==> src/rtl/pipe_pkg.sv <==
// Shared types for the elastic pipeline stage buffer.
package pipe_pkg;

  typedef enum logic [1:0] {
    OCC_EMPTY = 2'd0,
    OCC_ONE   = 2'd1,
    OCC_TWO   = 2'd2
  } occ_e;

  // Control value presented while the head is a bubble; wide enough for any CTRL_W.
  localparam logic [63:0] BUBBLE_CTRL = '0;

  // Number of held entries for a given occupancy state.
  function automatic logic [1:0] occ_count(occ_e s);
    case (s)
      OCC_ONE: return 2'd1;
      OCC_TWO: return 2'd2;
      default: return 2'd0;
    endcase
  endfunction

endpackage

==> src/rtl/pipe_slot.sv <==
// One storage entry: valid flag plus a W-bit payload register.
// Clear drops only the valid flag; the payload keeps its last value.
module pipe_slot #(
  parameter int W = 8
) (
  input  logic         clk,
  input  logic         rst,
  input  logic         load,
  input  logic         clr,
  input  logic [W-1:0] d,
  output logic         valid,
  output logic [W-1:0] q
);

  logic         valid_q, valid_d;
  logic [W-1:0] data_q, data_d;

  // Clear wins over load so a flush can never leave a stale valid entry.
  always_comb begin
    valid_d = valid_q;
    data_d  = data_q;
    if (clr) begin
      valid_d = 1'b0;
    end else if (load) begin
      valid_d = 1'b1;
      data_d  = d;
    end
  end

  // Entry registers with asynchronous reset.
  always_ff @(posedge clk or posedge rst) begin
    if (rst) begin
      valid_q <= 1'b0;
      data_q  <= '0;
    end else begin
      valid_q <= valid_d;
      data_q  <= data_d;
    end
  end

  assign valid = valid_q;
  assign q     = data_q;

endmodule

==> src/rtl/pipe_stage_buf.sv <==
// Elastic pipeline stage register with optional two-entry skid buffer,
// flush-to-bubble and a saturating stall counter.
//
// state     | meaning
// ----------+-----------------------------------------------
// OCC_EMPTY | nothing held, out_valid=0
// OCC_ONE   | head entry valid, skid empty
// OCC_TWO   | head and skid both valid, input blocked (SKID=1 only)
module pipe_stage_buf
  import pipe_pkg::*;
#(
  parameter int CTRL_W      = 16,
  parameter int DATA_W      = 64,
  parameter int SKID        = 1,
  parameter int STALL_CNT_W = 16
) (
  input  logic                   clk,
  input  logic                   rst,
  input  logic                   in_valid,
  output logic                   in_ready,
  input  logic [CTRL_W-1:0]      in_ctrl,
  input  logic [DATA_W-1:0]      in_data,
  output logic                   out_valid,
  input  logic                   out_ready,
  output logic [CTRL_W-1:0]      out_ctrl,
  output logic [DATA_W-1:0]      out_data,
  input  logic                   flush,
  output logic [1:0]             occupancy,
  output logic [STALL_CNT_W-1:0] stall_cnt,
  input  logic                   stall_clr
);

  localparam int ENT_W = CTRL_W + DATA_W;
  localparam logic [STALL_CNT_W-1:0] STALL_MAX = '1;

  occ_e state_q, state_d;

  logic             push, pop;
  logic             head_load, head_clr, head_src_skid;
  logic             skid_load, skid_clr;
  logic             head_valid, skid_valid;
  logic [ENT_W-1:0] head_q, skid_q, head_d, in_ent;
  logic [CTRL_W-1:0] head_ctrl;

  logic [STALL_CNT_W-1:0] stall_cnt_q, stall_cnt_d;

  assign in_ent = {in_ctrl, in_data};
  assign push   = in_valid & in_ready & ~flush;
  assign pop    = head_valid & out_ready;

  // With the skid entry, in_ready is a pure decode of the state flop so the
  // upstream stage never sees a path from out_ready.
  generate
    if (SKID == 1) begin : g_rdy_reg
      assign in_ready = (state_q != OCC_TWO);
    end else begin : g_rdy_comb
      assign in_ready = ~head_valid | out_ready;
    end
  endgenerate

  // Next-state and slot control; flush overrides every other transition.
  always_comb begin
    state_d       = state_q;
    head_load     = 1'b0;
    head_clr      = 1'b0;
    head_src_skid = 1'b0;
    skid_load     = 1'b0;
    skid_clr      = 1'b0;
    if (flush) begin
      state_d  = OCC_EMPTY;
      head_clr = 1'b1;
      skid_clr = 1'b1;
    end else begin
      case (state_q)
        OCC_EMPTY: begin
          if (push) begin
            head_load = 1'b1;
            state_d   = OCC_ONE;
          end
        end
        OCC_ONE: begin
          if (push && pop) begin
            head_load = 1'b1;
          end else if (push && SKID == 1) begin
            skid_load = 1'b1;
            state_d   = OCC_TWO;
          end else if (pop) begin
            head_clr = 1'b1;
            state_d  = OCC_EMPTY;
          end
        end
        OCC_TWO: begin
          if (pop) begin
            head_load     = 1'b1;
            head_src_skid = 1'b1;
            skid_clr      = 1'b1;
            state_d       = OCC_ONE;
          end
        end
        default: state_d = OCC_EMPTY;
      endcase
    end
  end

  // Occupancy state register.
  always_ff @(posedge clk or posedge rst) begin
    if (rst) state_q <= OCC_EMPTY;
    else     state_q <= state_d;
  end

  // Head refills from the skid entry when draining from TWO, else from the input.
  always_comb begin
    head_d = in_ent;
    if (head_src_skid) head_d = skid_q;
  end

  pipe_slot #(.W(ENT_W)) u_head (
    .clk   (clk),
    .rst   (rst),
    .load  (head_load),
    .clr   (head_clr),
    .d     (head_d),
    .valid (head_valid),
    .q     (head_q)
  );

  generate
    if (SKID == 1) begin : g_skid
      pipe_slot #(.W(ENT_W)) u_skid (
        .clk   (clk),
        .rst   (rst),
        .load  (skid_load),
        .clr   (skid_clr),
        .d     (in_ent),
        .valid (skid_valid),
        .q     (skid_q)
      );
    end else begin : g_no_skid
      logic unused_skid_ctl;
      assign unused_skid_ctl = skid_load | skid_clr | skid_valid;
      assign skid_valid      = 1'b0;
      assign skid_q          = '0;
    end
  endgenerate

  // Saturating stall counter; clear takes precedence over counting.
  always_comb begin
    stall_cnt_d = stall_cnt_q;
    if (stall_clr) begin
      stall_cnt_d = '0;
    end else if (head_valid && !out_ready && stall_cnt_q != STALL_MAX) begin
      stall_cnt_d = stall_cnt_q + 1'b1;
    end
  end

  // Stall counter register.
  always_ff @(posedge clk or posedge rst) begin
    if (rst) stall_cnt_q <= '0;
    else     stall_cnt_q <= stall_cnt_d;
  end

  assign head_ctrl = head_q[DATA_W +: CTRL_W];
  assign out_valid = head_valid;
  assign out_ctrl  = head_valid ? head_ctrl : CTRL_W'(BUBBLE_CTRL);
  assign out_data  = head_q[DATA_W-1:0];
  assign occupancy = occ_count(state_q);
  assign stall_cnt = stall_cnt_q;

endmodule

==> config.mk <==
export PLATFORM = sky130hd
export DESIGN_NAME = pipe_stage_buf
export DESIGN_NICKNAME = d
export VERILOG_FILES = /design/src/rtl/pipe_pkg.sv /design/src/rtl/pipe_slot.sv /design/src/rtl/pipe_stage_buf.sv
export SDC_FILE = /design/constraint.sdc
export NUM_CORES = 1
export LEC_CHECK = 0
export CORE_MARGIN = 8
export CORE_UTILIZATION = 25
export DETAILED_ROUTE_END_ITERATION = 8
export DONT_BUFFER_PORTS = 1
export GPL_ROUTABILITY_DRIVEN = 0
export PLACE_DENSITY = 0.43
export SLEW_MARGIN = 20
export SYNTH_ARGS = -nofsm -noshare
export SYNTH_HDL_FRONTEND = slang
export SYNTH_HIERARCHICAL = 1
export SYNTH_SLANG_ARGS = --single-unit
==> constraint.sdc <==
create_clock -name clk -period 3.1 [get_ports clk]
set_clock_uncertainty 0.2 [all_clocks]
set_input_delay 0.62 -clock clk [delete_from_list [all_inputs] [get_ports clk]]
set_output_delay 0.62 -clock clk [all_outputs]
set_load 0.01 [all_outputs]
# --- Word-level counts from Yosys, hierarchy flattened ---
# Index checks and enable logic that the tools add are counted.
totals:
  regBits: 179
  in_bits: 86
  output_inout_bits: 100
  word_cells: 59
op_classes:
  addsub: 1
  n_eq_ne: 8
  mux: 29
  bitwise_logic: 6
  n_reduce_logical: 10
op_table:
  columns: ["op", "n"]
  rows:
  - ["two-way mux 80 bit", 1]
  - ["two-way mux 16 bit", 3]
  - ["adder 16 x 1 -> 16 bit (second input constant)", 1]
  - ["two-way mux 1 bit", 16]
  - ["inequality test 16 bit (second input constant)", 1]
  - ["two-way mux 2 bit", 6]
  - ["inequality test 3 bit (second input constant)", 3]
  - ["one-hot mux 2 bit (3 select lines)", 1]
  - ["inequality test 4 bit (second input constant)", 1]
  - ["one-hot mux 2 bit (2 select lines)", 1]
  - ["AND reduction 2 bit", 2]
  - ["AND reduction 4 bit", 1]
  - ["nonzero test 2 bit", 2]
  - ["bitwise AND 1 bit", 3]
  - ["logical AND 1 bit", 3]
  - ["inverter 1 bit", 3]
  - ["one-hot mux 1 bit (3 select lines)", 1]
  - ["equality test 2 x 1 -> 1 bit (second input constant)", 1]
  - ["equality test 2 bit (second input constant)", 1]
  - ["zero test 2 bit", 1]
  - ["inequality test 2 bit (second input constant)", 1]
  - ["zero test 1 bit", 1]

# --- Logic depth before layout (Yosys ltp) ---
logic_depth:
  word_depth: 9
  ltp_mapped: 9

# --- Hierarchy ---
# Netlist, hierarchy kept.
by_module_without_submodules:
  columns: ["module", "n_inst", "cells_each", "area_per_inst_um2"]
  rows:
  - ["pipe_slot", 2, 174, 3433.3]
  - ["pipe_stage_buf", 1, 228, 2210.9]

# --- Worst setup path after synthesis ---
# No wires, ideal clock.
synth_path:
  path_type: "input -> register"
  from: "input out_ready"
  to: "register u_head.data_q[0], in the netlist u_head/q[0]"
  setup_ns: 0.125
  arrival_time_ns: 2.067
  t_required_ns: 2.775
  setup_slack_ns: 0.708
  stages: 8
  path_buffers: 2
  path_cell_list: "and2_1 > mux2i_1 > or2_2 > a21oi_1 > nor2b_4 > buf_12 > buf_12 > mux2_4"
synth_rtl:
  columns: ["item", "line", "source"]
  rows:
  - ["start: declaration", "pipe_stage_buf.sv:24", "input logic out_ready,"]
  - ["bitwise AND 1 bit (*)", "pipe_stage_buf.sv:49", "assign pop = head_valid & out_ready;"]
  - ["logical AND 1 bit", "pipe_stage_buf.sv:82", "if (push && pop) begin"]
  - ["two-way mux 1 bit", "pipe_stage_buf.sv:82", null]
  - ["one-hot mux 1 bit (3 select lines) (*)", "pipe_stage_buf.sv:74", "case (state_q)"]
  - ["two-way mux 1 bit (*)", "pipe_stage_buf.sv:69", "if (flush) begin"]
  - ["net head_load", "pipe_stage_buf.sv:39", "logic head_load, head_clr, head_src_skid;"]
  - ["AND reduction 2 bit (no source line) (*)", null, null]
  - ["end signal: assignment", "pipe_slot.sv:37", "data_q <= data_d;"]
  - ["end: declaration", "pipe_slot.sv:16", "logic [W-1:0] data_q, data_d;"]
# The timed path passes the listed nets; every way through them passes the cells marked *.
# A chain may end at the register's enable or synchronous reset.

# --- Final worst setup path ---
layout_path:
  from: "register state_q[0]"
  to: "register u_head.data_q[19], in the netlist u_head/q[19]"
layout_between:
  elab_chain_cells: 9
layout_rtl:
  columns: ["item", "line", "source"]
  rows:
  - ["start: declaration", "pipe_stage_buf.sv:36", "occ_e state_q, state_d;"]
  - ["start signal: assignment", "pipe_stage_buf.sv:108", "else state_q <= state_d;"]
  - ["inequality test 2 bit (*)", "pipe_stage_buf.sv:55", "assign in_ready = (state_q != OCC_TWO);"]
  - ["net in_ready", "pipe_stage_buf.sv:20", "output logic in_ready,"]
  - ["bitwise AND 1 bit (*) (2 in a row)", "pipe_stage_buf.sv:48", "assign push = in_valid & in_ready & ~flush;"]
  - ["two-way mux 1 bit / logical AND 1 bit (equally long branches)", "pipe_stage_buf.sv:84, pipe_stage_buf.sv:82", null]
  - ["two-way mux 1 bit", "pipe_stage_buf.sv:82", null]
  - ["two-way mux 1 bit", "pipe_stage_buf.sv:74", null]
  - ["two-way mux 1 bit", "pipe_stage_buf.sv:69", null]
  - ["inverter 1 bit (no source line)", null, null]
  - ["AND reduction 2 bit (no source line) (*)", null, null]
# Marked as above.

==> run_results.csv <==
group,metric,value,unit
outcome,status,"finished, final reports clean",
layout,post-route-util,0.280,
clock_tree,clk_pin_slew_worst_paths,0.07,ns
drt,drc,0,
floorplanning,die_w,206,um
global_route,grt_overflow,0,
sta,period_needed,2.58,ns
logic_synthesis,synth_nets,660,
power,p_leak,4.25,nW
clock_tree,root_buffer,"clkbuf_16",
global_route,antenna_found_initial,0,
placed_design,io_buffers,0,
placed_design,dpl.hpwl,14.4,mm
floorplanning,die-area,42500,um2
sta,drv_slew,0,
setup_path,worstPathRequired,3.22,ns
layout,multiInputGateArea,4060,um2
setup_path,crit_arrival,2.69,ns
logic_synthesis,syn_inst,573,
sta,fin_crit_sh,0.831,
power,ir_drop,0.487,mV
layout,nets,662,
layout,fill_cells,3601,
worst_hold_path,hp-class,"input port to async pin",
sta,setup_viol,0,
sta,clock.fmax,388,MHz
floorplanning,die_h,206,um
logic_synthesis,synth.avg_cell_area,15.8,um2
drt,totalWireLength,21.6,mm
drt,viasPerCell,4.46,
sta,timing_hold_violations_final,0,
power,powerDensity,708,nW/um2
drt,drt-pass1-iter-count,4,
clock_tree,cts_resized,0,
logic_synthesis,yosys_warnings,6,
logic_synthesis,syn_area,9040,um2
global_route,grt_pass1_wl,33.5,mm
floorplanning,num_io_pins,186,
setup_path,critPathLaunchType,"flip-flop",
clock_tree,clkSinkCount,179,
clock_tree,cts_buffer_depth,2,
layout,seqCellArea,4480,um2
drt,drt_iter0_drc,134,
sta,slew_headroom,0.391,
setup_path,crit_fanout,40,
floorplanning,core,35600,um2
drt,drtAntennaViolNets,0,
layout,syn2layout_area_growth,10.1,%
sta,worstMarginPinSlew,0.914,ns
clock_tree,numCtsBuffers,17,
clock_tree,cts_tree,"built",
floorplanning,row_count,69,
drt,vias,4671,
sta,rsz0062_at_grt,"false",
layout,antenna_cells,0,
clock_tree,clkLatencyLatePin,0.43,ns
floorplanning,start_util,0.254,
global_route,grt_usage,0.103,
setup_path,worstSetupEndpointType,"flip-flop",
clock_tree,htree_levels,4,
setup_path,path_class,"flip-flop to flip-flop",
job,drv_cap,0,
layout,layout-drive-gt1-share,0.470,
sta,tns,0,ns
drt,detail_route.wl_per_cell,20.6,um
global_route,grt_pass1_vias,5338,
global_route,grt_max_degree,42,
-- flip-flops by register name, summed over array words and instances (netlist names) --
signal           flops
g_skid.u_skid/q     80
stall_cnt           16
state_q              2
u_head/q            80
u_head/valid         1
-- worst paths after layout --
path | startpoint | to | slack [ns] | cells after the start
max | state_q[0] | u_head/q[19] | 0.52 | 5
min | rst | g_skid.u_skid/q[62] | 0.01 | 1
max reg2reg | state_q[0] | u_head/q[19] | 0.52 | 5
min reg2reg | g_skid.u_skid/q[65] | g_skid.u_skid/q[65] | 0.30 | 1
max in group asynchronous | rst | u_head/q[1] | 1.46 | 3
min in group clk | stall_clr | stall_cnt[2] | 0.05 | 1
-- layout make-up --
class / count / area share
timing repair buffer: 15 / 0.0214
inverter: 7 / 0.00301
clock inverter: 14 / 0.0175
sequential: 179 / 0.450
multi-input combinational: 355 / 0.408
tap: 461 / 0.0579
clock buffer: 17 / 0.0427
-- critical path, stage by stage, from the launching register on --
cell and delay, ns:
dfrtp_1 0.41, nand2b_1 0.33, nor3_4 0.27, buf_4 0.51, mux2_2 0.41, mux2_4 0.26
-- per-layer routing --
layer | wire [um] | GRT usage | share of wire | up-vias
met3 | 2110 | 0.0524 | 0.098 | 20
li1 | - | - | - | 2071
met4 | 308 | 0.0314 | 0.014 | 0
met5 | 0 | 0 | 0 | -
met1 | 8600 | 0.118 | 0.40 | 2437
met2 | 10500 | 0.168 | 0.49 | 143
-- placed cells by master, fill, tap and decap left out, drive strengths merged, types with 2 or more instances in the layout --
cell type      n
nand3          5
nor3           4
mux2         242
and3           2
nor2           6
mux2i          2
o21bai         2
dfrtp        179
or2            2
bufinv         3
and2          18
inv           11
or3            6
o31ai          5
nor2b          6
buf           10
a21oi         13
or4            5
clkbuf        17
nand4          5
clkinv         6
o21ai          8
dlygate4sd3    5
nand2         11
-- metrics by stage --
step | instance area [um2] | worst slack, ns | total power [mW] | hold slack (ns) | instances
global route | 9960 | 0.419 | 7.46 | 0.00156 | 1048
CTS | 9940 | 0.502 | 7.20 | 0.00118 | 1046
floorplan | 9040 | 0.200 | 4.54 | 0.274 | 573
global placement | 9310 | 0.480 | 4.76 | 0.287 | 1012
finish | 9960 | 0.525 | 7.06 | 0.0126 | 1048
detailed placement | 9310 | 0.442 | 4.83 | 0.286 | 1012
-- timing repair --
item	CTS	global route
setup buffers	0	0
hold endpoints to repair	63	2
hold buffers	3	2
-- report_power, final --
| part | switching (mW) | internal, mW | leakage [nW] | total [mW] |
|---|---|---|---|---|
| combinational | 0.341 | 0.913 | 1.75 | 1.25 |
| clock | 0.991 | 1.28 | 0.295 | 2.27 |
| sequential | 0.552 | 2.98 | 2.21 | 3.53 |
| total | 1.88 | 5.17 | 4.25 | 7.06 |
Power figures use the tool's default switching activity.
